--- config.mk ---
export PLATFORM = sky130hd
export DESIGN_NAME = mnist_frame_driver
export DESIGN_NICKNAME = d
export VERILOG_FILES = /design/src/rtl/mnist_frame_driver.sv
export SDC_FILE = /design/constraint.sdc
export NUM_CORES = 1
export LEC_CHECK = 0
export ABC_AREA = 1
export BUFFER_PORTS_ARGS = -buffer_cell sky130_fd_sc_hd__buf_2
export CAP_MARGIN = 20
export CORE_ASPECT_RATIO = 1.25
export CORE_UTILIZATION = 51
export CTS_CLUSTER_DIAMETER = 100
export CTS_CLUSTER_SIZE = 24
export DETAILED_ROUTE_END_ITERATION = 10
export PLACE_DENSITY = 0.87
export SLEW_MARGIN = 25
export SYNTH_ARGS = -nofsm -noshare
export SYNTH_HDL_FRONTEND = slang
export SYNTH_SLANG_ARGS = --single-unit
--- constraint.sdc ---
create_clock -name clk -period 1.7 [get_ports clk]
set_input_delay 0.425 -clock clk [delete_from_list [all_inputs] [get_ports clk]]
set_output_delay 0.425 -clock clk [all_outputs]
set_load 0.05 [all_outputs]
--- src/rtl/mnist_frame_driver.sv ---
// Binarising frame driver for the mnist_mtncl gate network.
// Pixels arrive on a valid/ready stream and are thresholded into a 49-bit
// assembly buffer. A completed frame is handed to the network between
// all-zero NULL spacers. The network output is sampled after a fixed settle
// time and returned over a valid/ready result handshake. The next frame
// assembles while the current one settles or waits for acceptance.
module mnist_frame_driver #(
    parameter int N_PIX  = 49,
    parameter int PIX_W  = 8,
    parameter int THRESH = 128,
    parameter int OUT_W  = 2,
    parameter int SETTLE = 2
) (
    input  logic             clk,
    input  logic             rst_n,
    input  logic             pix_valid,
    output logic             pix_ready,
    input  logic [PIX_W-1:0] pix_data,
    input  logic             pix_last,
    output logic [N_PIX-1:0] net_in,
    input  logic [OUT_W-1:0] net_out,
    output logic             res_valid,
    input  logic             res_ready,
    output logic [OUT_W-1:0] res_data,
    output logic             res_err,
    output logic [15:0]      frame_cnt
);

    localparam int IDX_W = (N_PIX > 1) ? $clog2(N_PIX) : 1;
    localparam int CNT_W = (SETTLE > 1) ? $clog2(SETTLE) : 1;
    localparam logic [IDX_W-1:0] IDX_LAST = IDX_W'(N_PIX - 1);
    localparam logic [CNT_W-1:0] CNT_INIT = CNT_W'(SETTLE - 1);
    // One extra bit so a threshold equal to 2**PIX_W never truncates to zero.
    localparam logic [PIX_W:0] THRESH_V = (PIX_W + 1)'(THRESH);

    typedef enum logic [1:0] {
        P_IDLE,
        P_SETTLE,
        P_RESULT
    } pstate_t;

    pstate_t            state_reg, state_next;
    logic [IDX_W-1:0]   idx_reg;
    logic [N_PIX-1:0]   abuf_reg, abuf_next;
    logic               afull_reg;
    logic               aerr_reg;
    logic               err_hold_reg;
    logic [CNT_W-1:0]   cnt_reg;
    logic [N_PIX-1:0]   net_in_reg;
    logic               res_valid_reg;
    logic [OUT_W-1:0]   res_data_reg;
    logic               res_err_reg;
    logic [15:0]        frame_cnt_reg;

    logic pix_accept;
    logic pix_bit;
    logic idx_at_end;
    logic frame_done;
    logic pix_err;
    logic xfer;
    logic sample;
    logic res_take;

    assign pix_ready  = !afull_reg;
    assign pix_accept = pix_valid && !afull_reg;
    assign pix_bit    = ({1'b0, pix_data} >= THRESH_V);
    assign idx_at_end = (idx_reg == IDX_LAST);
    assign frame_done = pix_accept && (pix_last || idx_at_end);
    // A frame is well formed only when pix_last coincides with the final slot.
    assign pix_err    = (pix_last != idx_at_end);

    assign net_in    = net_in_reg;
    assign res_valid = res_valid_reg;
    assign res_data  = res_data_reg;
    assign res_err   = res_err_reg;
    assign frame_cnt = frame_cnt_reg;

    // Per-bit write decode: a bit loads its pixel when the write index points
    // at it and is cleared when the frame moves to the network, so an early
    // pix_last leaves the untouched tail at zero.
    genvar gi;
    generate
        for (gi = 0; gi < N_PIX; gi++) begin : g_abuf
            assign abuf_next[gi] = xfer ? 1'b0 :
                                   (pix_accept && (idx_reg == IDX_W'(gi))) ? pix_bit :
                                   abuf_reg[gi];
        end
    endgenerate

    // Presentation state register.
    always_ff @(posedge clk or negedge rst_n) begin
        if (!rst_n) begin
            state_reg <= P_IDLE;
        end else begin
            state_reg <= state_next;
        end
    end

    // Presentation next-state and per-cycle control strobes.
    always_comb begin
        state_next = state_reg;
        xfer       = 1'b0;
        sample     = 1'b0;
        res_take   = 1'b0;
        case (state_reg)
            P_IDLE: begin
                // net_in is NULL here, so every frame gets at least one spacer cycle.
                if (afull_reg) begin
                    xfer       = 1'b1;
                    state_next = P_SETTLE;
                end
            end
            P_SETTLE: begin
                if (cnt_reg == '0) begin
                    sample     = 1'b1;
                    state_next = P_RESULT;
                end
            end
            P_RESULT: begin
                if (res_valid_reg && res_ready) begin
                    res_take   = 1'b1;
                    state_next = P_IDLE;
                end
            end
            default: state_next = P_IDLE;
        endcase
    end

    // Assembly bookkeeping: write index, frame-full flag and framing error.
    always_ff @(posedge clk or negedge rst_n) begin
        if (!rst_n) begin
            idx_reg   <= '0;
            afull_reg <= 1'b0;
            aerr_reg  <= 1'b0;
        end else if (xfer) begin
            idx_reg   <= '0;
            afull_reg <= 1'b0;
            aerr_reg  <= 1'b0;
        end else if (pix_accept) begin
            aerr_reg <= aerr_reg | pix_err;
            if (frame_done) begin
                afull_reg <= 1'b1;
            end else begin
                idx_reg <= idx_reg + 1'b1;
            end
        end
    end

    // Assembly buffer register.
    always_ff @(posedge clk or negedge rst_n) begin
        if (!rst_n) begin
            abuf_reg <= '0;
        end else begin
            abuf_reg <= abuf_next;
        end
    end

    // Network drive: load on transfer, return to NULL on result acceptance.
    always_ff @(posedge clk or negedge rst_n) begin
        if (!rst_n) begin
            net_in_reg   <= '0;
            err_hold_reg <= 1'b0;
        end else if (xfer) begin
            net_in_reg   <= abuf_reg;
            err_hold_reg <= aerr_reg;
        end else if (res_take) begin
            net_in_reg   <= '0;
        end
    end

    // Settle countdown; reaching zero triggers the sample on that edge.
    always_ff @(posedge clk or negedge rst_n) begin
        if (!rst_n) begin
            cnt_reg <= '0;
        end else if (xfer) begin
            cnt_reg <= CNT_INIT;
        end else if ((state_reg == P_SETTLE) && (cnt_reg != '0)) begin
            cnt_reg <= cnt_reg - 1'b1;
        end
    end

    // Result capture and handshake; data and error hold until accepted.
    always_ff @(posedge clk or negedge rst_n) begin
        if (!rst_n) begin
            res_valid_reg <= 1'b0;
            res_data_reg  <= '0;
            res_err_reg   <= 1'b0;
        end else if (sample) begin
            res_valid_reg <= 1'b1;
            res_data_reg  <= net_out;
            res_err_reg   <= err_hold_reg;
        end else if (res_take) begin
            res_valid_reg <= 1'b0;
        end
    end

    // Count of accepted results, wrapping naturally at 16 bits.
    always_ff @(posedge clk or negedge rst_n) begin
        if (!rst_n) begin
            frame_cnt_reg <= '0;
        end else if (res_take) begin
            frame_cnt_reg <= frame_cnt_reg + 16'd1;
        end
    end

endmodule

==> summary.md <==
| Metric | Value |
|---|---|
| TNS Setup | 0 ns |
| Max VDD drop | 958 µV |
| Unique masters post-synth | 27 |
| 1st-pass router iterations | 5 |
| Worst Max-Slew Pin Slew | 0.402 ns |
| Global route overflow | 0 |
| Pwr Total | 10.9 mW |
| Int Power | 6.68 mW |
| Gr busiest metal | met2 |
| Max frequency | 606 MHz |
| WP data arrival | 1.23 ns |
| IO Pins | 85 |
| Met2 Track Usage GR | 40.2% |
| Vias in the first global route | 4712 |
| Critical Path End Type | output pin |
| Die Width | 97.1 µm |
| TritonCTS clock tree | done |
| Sequential fraction of the synthesis area | 56.5% |
| Relative slew margins | 73.1% |
| CTS root buf | clkbuf_16 |
| Min cycle time layout | 1.65 ns |
| Sw Ratio | 38.5% |
| Post-CTS Setup Inserts | 0 |
| Clock slew at reported path FFs | 0.05 ns |
| Mean post-synth cell area | 8.59 µm² |
| Met3 usage | 4.86% |
| Main synth FF type | dfrtp_1 |
| Total Routing Usage GR | 23.8% |
| Die H | 121 µm |
| CTS Buf Count | 17 |
| Fillers | 826 |
| Setup crit start kind | flip-flop |
| Worst hold-check path type | primary input to flip-flop |
| Routability congestion estimate from global placement | 0.928 |
| First-pass GRT wire length | 22000 µm |
| Seq pwr share | 35.8% |
| Slowest cell on crit path | dfrtp_1 |
| DR vias | 4899 |
| Slowest stage delay, CP | 0.42 ns |
| Count of final hold-check violations | 0 |
| R2R setup slack | 0.06 ns |
| Final HPWL from detailed placement | 8730 µm |
| Syn Nets | 692 |
| Final worst path period share | 97.1% |
| Rows | 43 |
| Core ar. | 11000 µm² |
| Setup Crit Path Kind | flip-flop to output pin |
| DRC viols | 0 |
| Initial DRC count | 420 |
| Post-Syn Instances | 671 |
| Clock skew | 0.00731 ns |
| H-Tree Depth | 4 |
| Leakage | 3.77 nW |
| CP Cell Sequence | inv_2 > buf_2 |
| Post-route ant nets | 0 |
| Port Buffers | 77 |
| Area growth from synthesis to layout | 21.9% |
| Initial antenna violation count | 0 |
| Largest net degree at the start of global routing | 101 |
| Ant diodes | 0 |
| Final slew viol count | 0 |
| Clk Latency, worst-skew pair | 0.41 ns |
| Met1 usage | 29.2% |
| Yosys warnings | 0 |
| Combinational group share of total power | 32.3% |
| Initial Util | 52.2% |
| Status | finished, final reports clean |
| Setup violations, final | 0 |
| Routed len/inst | 15.0 µm |
| NetSw | 4.19 mW |
| Power Dens Cells | 1550 nW/µm² |
| Clock network power share | 31.9% |
| Area occupied by multi-input gates | 2000 µm² |
| Clock Sinks | 130 |
| Post-synth EDFFs | 0 |
| CTS max path bufs | 2 |
| Area of the mapped netlist | 5760 µm² |
| Max-Cap Viols | 0 |
| Crit Path Max Fanout | 3 |
| Final Net Count | 780 |
| Layout cells sized above 1 | 19.1% |
| Reg area | 3250 µm² |
| Via/cell ratio | 5.41 |
| Register bit total from synthesis | 130 |
| Required time worst endpoint | 1.27 ns |
| Die area | 11700 µm² |
| Async set or reset register ratio after synthesis | 100% |
| WL final | 13600 µm |
critical path, delay by kind of cell, from the launching register on:
family	cells	cell delay [ns]
DFF	1	0.42
buffers and inverters	2	0.40
cells in the mapped netlist (2+ instances only):
| cell type | n | share of area, % |
|---|---|---|
| nand3_1 | 64 | 5.6 |
| nand2_2 | 2 | 0.22 |
| buf_2 | 6 | 0.52 |
| ha_1 | 6 | 1.3 |
| a31oi_1 | 5 | 0.54 |
| buf_1 | 3 | 0.20 |
| nor2_1 | 34 | 2.2 |
| nand2_1 | 113 | 7.4 |
| xor2_1 | 7 | 1.1 |
| mux2_2 | 3 | 0.59 |
| xnor2_1 | 4 | 0.61 |
| o21ai_1 | 13 | 1.1 |
| clkbuf_1 | 18 | 1.2 |
| inv_2 | 4 | 0.26 |
| nand4_1 | 4 | 0.43 |
| inv_1 | 110 | 7.2 |
| buf_4 | 3 | 0.39 |
| dfrtp_1 | 130 | 56 |
| nor3_1 | 5 | 0.43 |
| a21oi_1 | 11 | 0.96 |
| o21ai_0 | 120 | 10 |
cells by family after synthesis:
kind of cell / share of synthesized area [%]
fa+ha+maj: 1.30
flops: 56.5
mux: 0.586
buf+inv: 9.71
simple gates: 17.0
compound gates: 13.3
xor+xnor: 1.67
repair_timing:
item	4_1_cts	5_1_grt
pin swaps	0	2
hold buffers	1	0
gates cloned	0	1
resized for setup	3	7
endpoints found under the hold margin	19	0
endpoints found under the setup margin	5	7
final cells by class:
| cell class | instances | area share (%) |
|---|---|---|
| inverters | 114 | 6.09 |
| clock buffers | 26 | 7.39 |
| multi-input cells | 398 | 28.4 |
| clock inverters | 4 | 0.677 |
| flip-flops and latches | 130 | 46.3 |
| repair buffers | 98 | 8.69 |
| well taps | 135 | 2.40 |
through the flow:
step	setup slack (ns)	instances	util, %	hold slack [ns]	area, µm²
after floorplan	0.0117	671	-	0.129	5760
after global placement	0.0374	873	58.2	0.353	6420
after detailed placement	-0.0173	873	58.2	0.352	6420
after CTS	0.00823	904	63.5	0.240	7010
after global routing	-0.0185	905	63.7	0.263	7030
final	0.0492	905	63.7	0.245	7030
power groups by stage:
| stage | registers (mW) | logic (mW) | clock network [mW] |
|---|---|---|---|
| after floorplan | 4.64 | 1.63 | 0 |
| after global placement | 3.89 | 3.27 | 0 |
| after detailed placement | 3.92 | 3.36 | 0 |
| after CTS | 3.88 | 3.43 | 3.50 |
| after global routing | 3.93 | 3.80 | 3.62 |
| final | 3.89 | 3.51 | 3.47 |
per-layer routing:
layer | share of wire (%) | vias up
met5 | 0 | -
met4 | 3.6 | 0
met3 | 5.0 | 43
met2 | 51 | 186
met1 | 41 | 2352
li1 | - | 2318
worst paths after layout:
path / start / cells past startpoint / endpoint
min in group asynchronous: rst_n / 2 / net_in[35]
hold reg to reg: abuf_reg[11] / 2 / net_in[11]
setup reg to reg: idx_reg[0] / 10 / idx_reg[2]
setup / recovery: afull_reg / 2 / pix_ready
hold / removal: net_out[1] / 2 / res_data[1]
max in group asynchronous: rst_n / 3 / net_in[44]
cell usage in the layout (no fill, tap or decap), types with 6 or more instances in the layout:
| cell type | netlist | final |
|---|---|---|
| buf_2 | 6 | 76 |
| inv_1 | 110 | 108 |
| o21ai_1 | 13 | 14 |
| o21ai_0 | 120 | 119 |
| xor2_1 | 7 | 7 |
| buf_4 | 3 | 16 |
| a21oi_1 | 11 | 11 |
| clkbuf_16 | 0 | 17 |
| inv_2 | 4 | 6 |
| nor2_1 | 34 | 32 |
| clkbuf_8 | 0 | 6 |
| nand3_1 | 64 | 63 |
| dfrtp_1 | 130 | 130 |
| nand2_1 | 113 | 110 |
Note: power is estimated with default switching activity, not from simulation.
